File: src/rtl/imem_loader_if.sv
// ============================================================================
// imem_loader_if : instruction stream and core software-control bus
// Revision 1.0
// ============================================================================
`default_nettype none

interface imem_loader_if;
  logic        s_valid;
  logic [31:0] s_data;
  logic        s_ready;
  logic [31:0] sw_reset;
  logic [31:0] sw_mem_addr;
  logic [31:0] sw_mem_wdata;
  logic [31:0] sw_mem_cmd;
  logic [31:0] hw_mem_rdata;

  // master: the loader (stream sink, core-control driver)
  modport master (
    input  s_valid, s_data, hw_mem_rdata,
    output s_ready, sw_reset, sw_mem_addr, sw_mem_wdata, sw_mem_cmd
  );

  // slave: host stream source plus the core's control ports
  modport slave (
    output s_valid, s_data, hw_mem_rdata,
    input  s_ready, sw_reset, sw_mem_addr, sw_mem_wdata, sw_mem_cmd
  );
endinterface

`default_nettype wire

File: src/rtl/imem_loader.sv
// ============================================================================
// imem_loader : holds the core in reset, streams words into IMEM, optionally
//               reads them back against a checksum, then releases the core.
// Revision 1.0
// ============================================================================
`default_nettype none

module imem_loader #(
  parameter int ADDR_W    = 11,
  parameter int CNT_W     = 10,
  parameter int MAX_WORDS = 512,
  parameter int HOLD_CYC  = 4,
  parameter int RD_LAT    = 2,
  parameter int VERIFY    = 1
) (
  input  wire logic              clk,
  input  wire logic              rstb,
  input  wire logic              start,
  input  wire logic              abort,
  input  wire logic              auto_run,
  input  wire logic [ADDR_W-1:0] base_addr,
  input  wire logic [CNT_W-1:0]  num_words,
  imem_loader_if.master          bus,
  output logic                   busy,
  output logic                   done,
  output logic [1:0]             error,
  output logic [31:0]            err_sum
);

  localparam int LW = ADDR_W + CNT_W + 3;
  localparam int HW = $clog2(HOLD_CYC + 1);

  typedef enum logic [2:0] {
    IDLE   = 3'd0,
    HOLD   = 3'd1,
    WRITE  = 3'd2,
    READ   = 3'd3,
    CHECK  = 3'd4,
    FINISH = 3'd5
  } state_t;

  state_t            state, state_nx;
  logic [ADDR_W-1:0] base_q, addr_q;
  logic [CNT_W-1:0]  count_q, acc_q, issue_q, cap_q;
  logic [HW-1:0]     hold_q;
  logic [31:0]       wsum_q, rsum_q, wdata_q;
  logic [RD_LAT:0]   vpipe_q;
  logic              run_q, cmd_q, sw_reset_q;

  logic [LW-1:0]     end_addr;
  logic              len_bad, in_busy, ready, accept, issue, capture, last_cap;

  assign end_addr = LW'(base_addr) + (LW'(num_words) << 2);
  assign len_bad  = (num_words == '0)
                 || ({1'b0, num_words} > (CNT_W+1)'(MAX_WORDS))
                 || (base_addr[1:0] != 2'b00)
                 || (end_addr > (LW'(1) << ADDR_W));

  always_comb begin
    state_nx = state;
    in_busy  = (state == HOLD) || (state == WRITE) || (state == READ) || (state == CHECK);
    ready    = (state == WRITE) && (acc_q < count_q);
    accept   = ready && bus.s_valid && !abort;
    issue    = (state == READ) && (issue_q < count_q) && !abort;
    capture  = (state == READ) && vpipe_q[RD_LAT];
    last_cap = capture && (cap_q == count_q - CNT_W'(1));
    case (state)
      IDLE:    if (start) state_nx = len_bad ? FINISH : HOLD;
      HOLD:    if (hold_q == HW'(HOLD_CYC - 1)) state_nx = WRITE;
      WRITE:   if (acc_q == count_q) state_nx = (VERIFY != 0) ? READ : FINISH;
      READ:    if (last_cap) state_nx = CHECK;
      CHECK:   state_nx = FINISH;
      FINISH:  state_nx = IDLE;
      default: state_nx = IDLE;
    endcase
    if (in_busy && abort) state_nx = FINISH;
  end

  always_ff @(posedge clk) begin
    if (!rstb) state <= IDLE;
    else       state <= state_nx;
  end

  always_ff @(posedge clk) begin
    if (!rstb) begin
      base_q     <= '0;
      addr_q     <= '0;
      count_q    <= '0;
      acc_q      <= '0;
      issue_q    <= '0;
      cap_q      <= '0;
      hold_q     <= '0;
      wsum_q     <= '0;
      rsum_q     <= '0;
      wdata_q    <= '0;
      vpipe_q    <= '0;
      run_q      <= 1'b0;
      cmd_q      <= 1'b0;
      sw_reset_q <= 1'b1;
      busy       <= 1'b0;
      done       <= 1'b0;
      error      <= 2'd0;
      err_sum    <= '0;
    end else begin
      done <= 1'b0;
      case (state)
        IDLE: if (start) begin
          sw_reset_q <= 1'b1;
          if (len_bad) begin
            error <= 2'd3;
          end else begin
            base_q  <= base_addr;
            count_q <= num_words;
            run_q   <= auto_run;
            busy    <= 1'b1;
            error   <= 2'd0;
            wsum_q  <= '0;
            rsum_q  <= '0;
            acc_q   <= '0;
            issue_q <= '0;
            cap_q   <= '0;
            hold_q  <= '0;
            vpipe_q <= '0;
          end
        end
        HOLD: hold_q <= hold_q + HW'(1);
        WRITE: begin
          cmd_q <= accept;
          if (accept) begin
            addr_q  <= base_q + ADDR_W'({acc_q, 2'b00});
            wdata_q <= bus.s_data;
            wsum_q  <= wsum_q + bus.s_data;
            acc_q   <= acc_q + CNT_W'(1);
          end
        end
        READ: begin
          // vpipe_q[k] marks that the address presented k cycles ago is in flight
          vpipe_q <= (RD_LAT+1)'({vpipe_q, issue});
          if (issue) begin
            addr_q  <= base_q + ADDR_W'({issue_q, 2'b00});
            issue_q <= issue_q + CNT_W'(1);
          end
          if (capture) begin
            rsum_q <= rsum_q + bus.hw_mem_rdata;
            cap_q  <= cap_q + CNT_W'(1);
          end
        end
        CHECK: if (wsum_q != rsum_q) begin
          error   <= 2'd1;
          err_sum <= rsum_q;
        end
        FINISH: begin
          done  <= 1'b1;
          busy  <= 1'b0;
          cmd_q <= 1'b0;
          if ((error == 2'd0) && run_q) sw_reset_q <= 1'b0;
        end
        default: ;
      endcase
      // abort overrides any same-cycle write or readback bookkeeping
      if (in_busy && abort) begin
        cmd_q      <= 1'b0;
        error      <= 2'd2;
        sw_reset_q <= 1'b1;
      end
    end
  end

  assign bus.s_ready      = ready;
  assign bus.sw_reset     = {31'd0, sw_reset_q};
  assign bus.sw_mem_addr  = {{(32-ADDR_W){1'b0}}, addr_q};
  assign bus.sw_mem_wdata = wdata_q;
  assign bus.sw_mem_cmd   = {31'd0, cmd_q};

endmodule

`default_nettype wire

File: src/flat_wrapper.sv
// flat-port wrapper written by rule: the top's interface ports become plain ports
module imem_loader_flat 
#(
  parameter int ADDR_W    = 11,
  parameter int CNT_W     = 10,
  parameter int MAX_WORDS = 512,
  parameter int HOLD_CYC  = 4,
  parameter int RD_LAT    = 2,
  parameter int VERIFY    = 1
)
  (clk, rstb, start, abort, auto_run, base_addr, num_words, busy, done, error, err_sum, bus_s_valid, bus_s_data, bus_hw_mem_rdata, bus_s_ready, bus_sw_reset, bus_sw_mem_addr, bus_sw_mem_wdata, bus_sw_mem_cmd);
  imem_loader_if bus_i ();
  input  wire logic clk;
  input  wire logic rstb;
  input  wire logic start;
  input  wire logic abort;
  input  wire logic auto_run;
  input  wire logic [ADDR_W-1:0] base_addr;
  input  wire logic [CNT_W-1:0] num_words;
  output logic busy;
  output logic done;
  output logic [1:0] error;
  output logic [31:0] err_sum;
  input wire logic [$bits(bus_i.s_valid)-1:0] bus_s_valid;
  input wire logic [$bits(bus_i.s_data)-1:0] bus_s_data;
  input wire logic [$bits(bus_i.hw_mem_rdata)-1:0] bus_hw_mem_rdata;
  output wire logic [$bits(bus_i.s_ready)-1:0] bus_s_ready;
  output wire logic [$bits(bus_i.sw_reset)-1:0] bus_sw_reset;
  output wire logic [$bits(bus_i.sw_mem_addr)-1:0] bus_sw_mem_addr;
  output wire logic [$bits(bus_i.sw_mem_wdata)-1:0] bus_sw_mem_wdata;
  output wire logic [$bits(bus_i.sw_mem_cmd)-1:0] bus_sw_mem_cmd;
  assign bus_i.s_valid = bus_s_valid;
  assign bus_i.s_data = bus_s_data;
  assign bus_i.hw_mem_rdata = bus_hw_mem_rdata;
  assign bus_s_ready = bus_i.s_ready;
  assign bus_sw_reset = bus_i.sw_reset;
  assign bus_sw_mem_addr = bus_i.sw_mem_addr;
  assign bus_sw_mem_wdata = bus_i.sw_mem_wdata;
  assign bus_sw_mem_cmd = bus_i.sw_mem_cmd;
  imem_loader #(.ADDR_W(ADDR_W), .CNT_W(CNT_W), .MAX_WORDS(MAX_WORDS), .HOLD_CYC(HOLD_CYC), .RD_LAT(RD_LAT), .VERIFY(VERIFY)) u_core (.clk(clk), .rstb(rstb), .start(start), .abort(abort), .auto_run(auto_run), .base_addr(base_addr), .num_words(num_words), .bus(bus_i), .busy(busy), .done(done), .error(error), .err_sum(err_sum));
endmodule
File: config.mk
export PLATFORM = sky130hd
export DESIGN_NAME = imem_loader_flat
export DESIGN_NICKNAME = d
export VERILOG_FILES = /design/src/rtl/imem_loader_if.sv /design/src/rtl/imem_loader.sv /design/src/flat_wrapper.sv
export SDC_FILE = /design/constraint.sdc
export NUM_CORES = 1
export LEC_CHECK = 0
export CAP_MARGIN = 20
export CORE_UTILIZATION = 48
export CTS_BUF_LIST = sky130_fd_sc_hd__clkbuf_4 sky130_fd_sc_hd__clkbuf_8
export DETAILED_ROUTE_END_ITERATION = 12
export MAX_ROUTING_LAYER = met4
export PLACE_DENSITY = 0.85
export SYNTH_ARGS = -nofsm -noshare
export SYNTH_HDL_FRONTEND = slang
export SYNTH_SLANG_ARGS = --single-unit
File: constraint.sdc
create_clock -name clk -period 7.2 [get_ports clk]
set_clock_uncertainty 0.15 [all_clocks]
set_input_delay 2.16 -clock clk [delete_from_list [all_inputs] [get_ports clk]]
set_output_delay 2.16 -clock clk [all_outputs]
set_load 0.005 [all_outputs]
Yosys cells after proc, flatten, opt, wreduce, memory -nomap -nowiden
Index checks and enable logic that the tools add are counted.
{ "totals": {"inputBits": 91, "out_inout_bits": 165, "regBits": 206, "wordCells": 146} }
{ "op_classes": {"n_lt_le_gt_ge": 4, "bitwise": 2, "addsub": 10, "mux": 41, "eq_ne": 24, "reduce_logical": 44} }
{ "op_table": {"columns": ["cell", "n"], "rows": [
  ["$mux W32", 4],
  ["$pmux W32 S2", 2],
  ["$add A32 B32 Y32", 2],
  ["$pmux W10 S2", 3],
  ["$mux W10", 5],
  ["$ne A32 B32 Y1", 1],
  ["$add A10 B1 Y10 const B", 3],
  ["$gt A24 B12 Y1 const B", 1],
  ["$mux W3", 8],
  ["$reduce_and A3 Y1", 8],
  ["$add A11 B11 Y11", 2],
  ["$mux W11", 2],
  ["$pmux W11 S2", 1],
  ["$eq A10 B10 Y1", 2],
  ["$lt A10 B10 Y1", 2],
  ["$reduce_and A4 Y1", 5],
  ["$reduce_bool A2 Y1", 8],
  ["$pmux W3 S5", 1],
  ["$add A11 B12 Y13", 1],
  ["$pmux W3 S2", 2],
  ["$gt A10 B10 Y1 const B", 1],
  ["$logic_not A10 Y1", 1],
  ["$ne A2 B1 Y1 const B", 5],
  ["$ne A2 B2 Y1 const B", 5],
  ["other kinds (20)", 50]
]} }

Logic depth before layout (Yosys ltp)
{ "depth": {"depth_word": 8, "ltp_mapped": 17, "depth_no_buf": 13} }

Least setup slack after synthesis
No wires, ideal clock.
{ "synth_path": {"kind": "input to register", "startpoint": "in base_addr[2]", "endpoint": "reg u_core.rsum_q[10]", "setup_slack_ps": 2267, "required_ps": 6917, "n_path_buf": 2, "stages": 13, "arrival_ps": 4650, "path_cell_list": "ha_1 > inv_1 > fa_1 > nor4b_1 > o2111ai_1 > nor4b_2 > o2111ai_1 > a211oi_4 > nor2_1 > buf_2 > buf_2 > nand3_1 > o41ai_2"} }
{ "synth_between": {"elab_chain_cells": 5} }
{ "synth_lines": {"columns": ["item", "line_no", "source"], "rows": [
  ["from (decl)", "flat_wrapper.sv:18", "input wire logic [ADDR_W-1:0] base_addr;"],
  ["$add A11 B12 Y13", "imem_loader.sv:53", "assign end_addr = LW'(base_addr) + (LW'(num_words) << 2);"],
  ["$gt A24 B12 Y1", "imem_loader.sv:57", "|| (end_addr > (LW'(1) << ADDR_W));"],
  ["$logic_or A1 B1 Y1", "imem_loader.sv:57", null],
  ["$ne A2 B2 Y1 (no line)", null, null],
  ["$reduce_and A4 Y1 (no line)", null, null],
  ["to (signal assigned)", "imem_loader.sv:144", "rsum_q <= rsum_q + bus.hw_mem_rdata;"],
  ["to (decl)", "imem_loader.sv:46", "logic [31:0] wsum_q, rsum_q, wdata_q;"]
]} }
No other way between the ends.
A chain may end at the register's enable or synchronous reset.

Final worst setup path
{ "layout_path": {"startpoint": "in num_words[0]", "endpoint": "reg u_core.wsum_q[29]"} }
{ "layout_between": {"elab_chain_cells": 6, "elab_cells_between_ends": 9} }
{ "layout_lines": {"columns": ["item", "line_no", "source"], "rows": [
  ["from (decl)", "flat_wrapper.sv:19", "input wire logic [CNT_W-1:0] num_words;"],
  ["parallel branches: the longest is 3 deep, another holds $gt A24 B12 Y1", null, null],
  ["$logic_or A1 B1 Y1 *", "imem_loader.sv:57", null],
  ["$ne A2 B2 Y1 (no line) *", null, null],
  ["$reduce_and A4 Y1 (no line) *", null, null],
  ["to (signal assigned)", "imem_loader.sv:132", "wsum_q <= wsum_q + bus.s_data;"],
  ["to (decl)", "imem_loader.sv:46", null]
]} }
Mark *: on every way between the ends.

==> flow_summary.json <==
{
  "crit_top_cell": "o2111ai_1",
  "relSlewSlack_pct": 43.5,
  "die_height_um": 168,
  "grt_max_degree": 67,
  "grtUsageTotal_pct": 25.7,
  "crit_fanout": 32,
  "drv_slew": 0,
  "htreeDepth": 2,
  "fin_setup_tns_ns": 0,
  "ys.flop_type": "dfxtp_1",
  "yosysWarnings": 0,
  "power_density_mw_per_mm2": 165,
  "syn_area_sq_mm": 0.0133,
  "die_width_um": 168,
  "path_clk_slew_ns": 0.06,
  "dr_wl_met2_um": 17000,
  "postCtsResizedCells": 0,
  "fin_crit_ns": 5.43,
  "clock_latency_ns": 0.55,
  "mostFrequentLayoutCell": "dfxtp_1",
  "vias": 12400,
  "fin_crit_sh_pct": 75.4,
  "holdBufCountCts": 0,
  "cts.sinks": 206,
  "multi_input_area_sq_mm": 0.00839,
  "max_freq_mhz": 184,
  "root_buffer": "clkbuf_8",
  "seq_area_sq_mm": 0.00412,
  "max-vdd-ir-drop_mv": 0.121,
  "hold_violations": 0,
  "ys_async_sr_fraction_pct": 0,
  "mostFrequentLayoutCells": "206 x dfxtp_1, 171 x nand2_1, 171 x clkdlybuf4s50_1, 151 x a21oi_1, 150 x nor2_1",
  "io_buffers": 172,
  "wirelength_um": 36700,
  "grt_pass1_vias": 11600,
  "diodes": 0,
  "wl_per_cell_um": 17.2,
  "rsz0062_at_grt": "false",
  "cp_top_family": "compound AO/OA/AOI/OAI gates",
  "total_power_mw": 2.59,
  "grt_pass1_wl_um": 57700,
  "worstPathRequired_ns": 7.46,
  "drtAntennaViolNets": 0,
  "syn_inst": 1621,
  "coreArea_sq_mm": 0.0270,
  "numCtsBuffers": 37,
  "synth_cell_type_count": 73,
  "cap_violations": 0,
  "wl_met3_um": 2770,
  "path_class": "primary input to flop",
  "setup_slack_ns": 1.77,
  "slowest_delay_ns": 0.51,
  "drc": 0,
  "fillerInstances": 2330,
  "leakage_nw": 7.05,
  "syn_to_final_growth_pct": 18.0,
  "syn_area_per_cell_sq_um": 8.18,
  "wl_met1_um": 15700,
  "hpwl_um": 26900,
  "fin_nets": 1967,
  "synth_seq_area_share_pct": 31.1,
  "cp.arrival_ns": 5.69,
  "routed.top_layer": "met4",
  "outcome": "finished clean",
  "worst-path-buf-inv": 3,
  "end_kind": "flop",
  "rows": 60,
  "ios": 256,
  "cts_buffer_depth": 3,
  "drt-initial-drc-count": 1058,
  "slowest_stage": "clkdlybuf4s50_1",
  "drive_gt1_share_pct": 5.52,
  "cts_tree": "done",
  "grt-ovfl-total": 0,
  "gp_congestion": 0.908,
  "hold_path.class": "flop to flop",
  "die_area_sq_mm": 0.0283,
  "via_per_inst": 5.79,
  "worst_setup_path_start_kind": "primary input",
  "setup_viol": 0,
  "synth-edff-count": 0,
  "drt_first_pass_iters": 6,
  "worstMarginPinSlew_ns": 0.825,
  "antenna_found_initial": 0,
  "dp_slack_ns": 1.08,
  "initial_core_util_pct": 49.1,
  "synth_seq_cells": 206,
  "cp_cell_sequence": "clkdlybuf4s50_1 > ha_1 > inv_1 > fa_1 > nor4b_1 > o2111ai_1 > nor4b_2 > o2111ai_1 > a21oi_1 > a2bb2oi_1 > nor2_2 > buf_4 > a221o_1",
  "cts_setup_buffers": 0
}
## power breakdown
| group | total, mW | internal, mW | switching, mW |
|---|---|---|---|
| combinational | 0.308 | 0.128 | 0.181 |
| sequential | 1.17 | 1.15 | 0.0166 |
| clock | 1.11 | 0.605 | 0.509 |
| total | 2.59 | 1.88 | 0.706 |
## layer usage
metal / vias up / GRT usage [%]
met2: 551 / 42.1
met3: 102 / 4.35
li1: 5953 / -
met4: 0 / 9.29
met5: - / -
met1: 5754 / 31.9
## cell families (layout without fill, tap and decap cells)
logic type                 after synthesis  count (layout)  share of synthesized area [%]
and+or+nand+nor                        516             516                           17.9
other                                    1              83                         0.0283
AOI/OAI and AO/OA                      434             434                           21.6
xor gates and xnor gates               112             112                           7.39
buffers and inverters                  197             287                           8.10
adders and majority gates              108             108                           10.4
muxes                                   47              47                           3.55
DFF                                    206             206                           31.1
## state kept, by name, indices dropped and copies added, names as in the netlist, 10 cells and up
name                     cells
u_core.rsum_q               32
u_core.acc_q                10
u_core.addr_q               11
u_core.count_q              10
u_core.issue_q              10
u_core.bus.sw_mem_wdata     32
u_core.cap_q                10
u_core.err_sum              32
u_core.base_q               11
u_core.wsum_q               32
## synthesized netlist by cell type, drive strengths merged (4+ instances only)
master,instances,share of area [%]
and3,18,0.85
xor2,76,5.0
mux2i,47,3.5
nand3b,10,0.57
nand4,17,0.80
inv,36,1.0
a21o,39,2.2
fa,4,0.60
xnor2,36,2.4
o21a,11,0.62
o311a,4,0.30
nor2b,11,0.52
a2111oi,5,0.38
o2111ai,6,0.44
a211o,5,0.33
o211a,4,0.30
clkbuf,56,1.6
nand2,171,4.8
o211ai,11,0.62
o31ai,26,1.5
a21oi,151,5.7
a22o,30,2.0
or2,5,0.24
nand2b,5,0.24
nor2,153,4.3
nor3,13,0.49
and2,5,0.24
dfxtp,206,31
nor4,15,0.71
buf,105,5.5
or4,4,0.23
o21ai,70,2.6
ha,104,9.8
a211oi,12,0.77
nand3,71,2.7
a31oi,20,0.94
o22ai,6,0.28
## final timing paths
check                    start                 to  slack (ns)  cells after the start
max               num_words[0]  u_core.wsum_q[29]        1.77                     13
min          u_core.vpipe_q[1]  u_core.vpipe_q[2]        0.30                      2
max reg2reg    u_core.state[0]  u_core.addr_q[10]        3.66                     13
min reg2reg  u_core.vpipe_q[1]  u_core.vpipe_q[2]        0.30                      2
## per-stage QoR
stage                     hold WS [ns]  instances  area (sq um)  util, %
final                            0.301       2134         15700     57.9
after floorplan                  0.282       1703         13600        -
after CTS                        0.289       2133         15600     57.8
after global routing             0.315       2134         15700     57.9
after global placement           0.291       2069         14900     55.1
after detailed placement         0.298       2069         14900     55.1
## tightest hold or removal path, stage by stage, from the launching register on
cell and delay (ns):
dfxtp_1 0.32, nand2_1 0.06, a21oi_1 0.05
## cell type report
type	count	share of cell area, %
clock buffer	55	4.32
clock inverter	9	0.368
inverter	36	0.879
multi-input combinational	1300	53.6
sequential	206	26.3
tap	341	2.73
timing repair buffer	187	11.8
(Power assumes the default switching activity.)
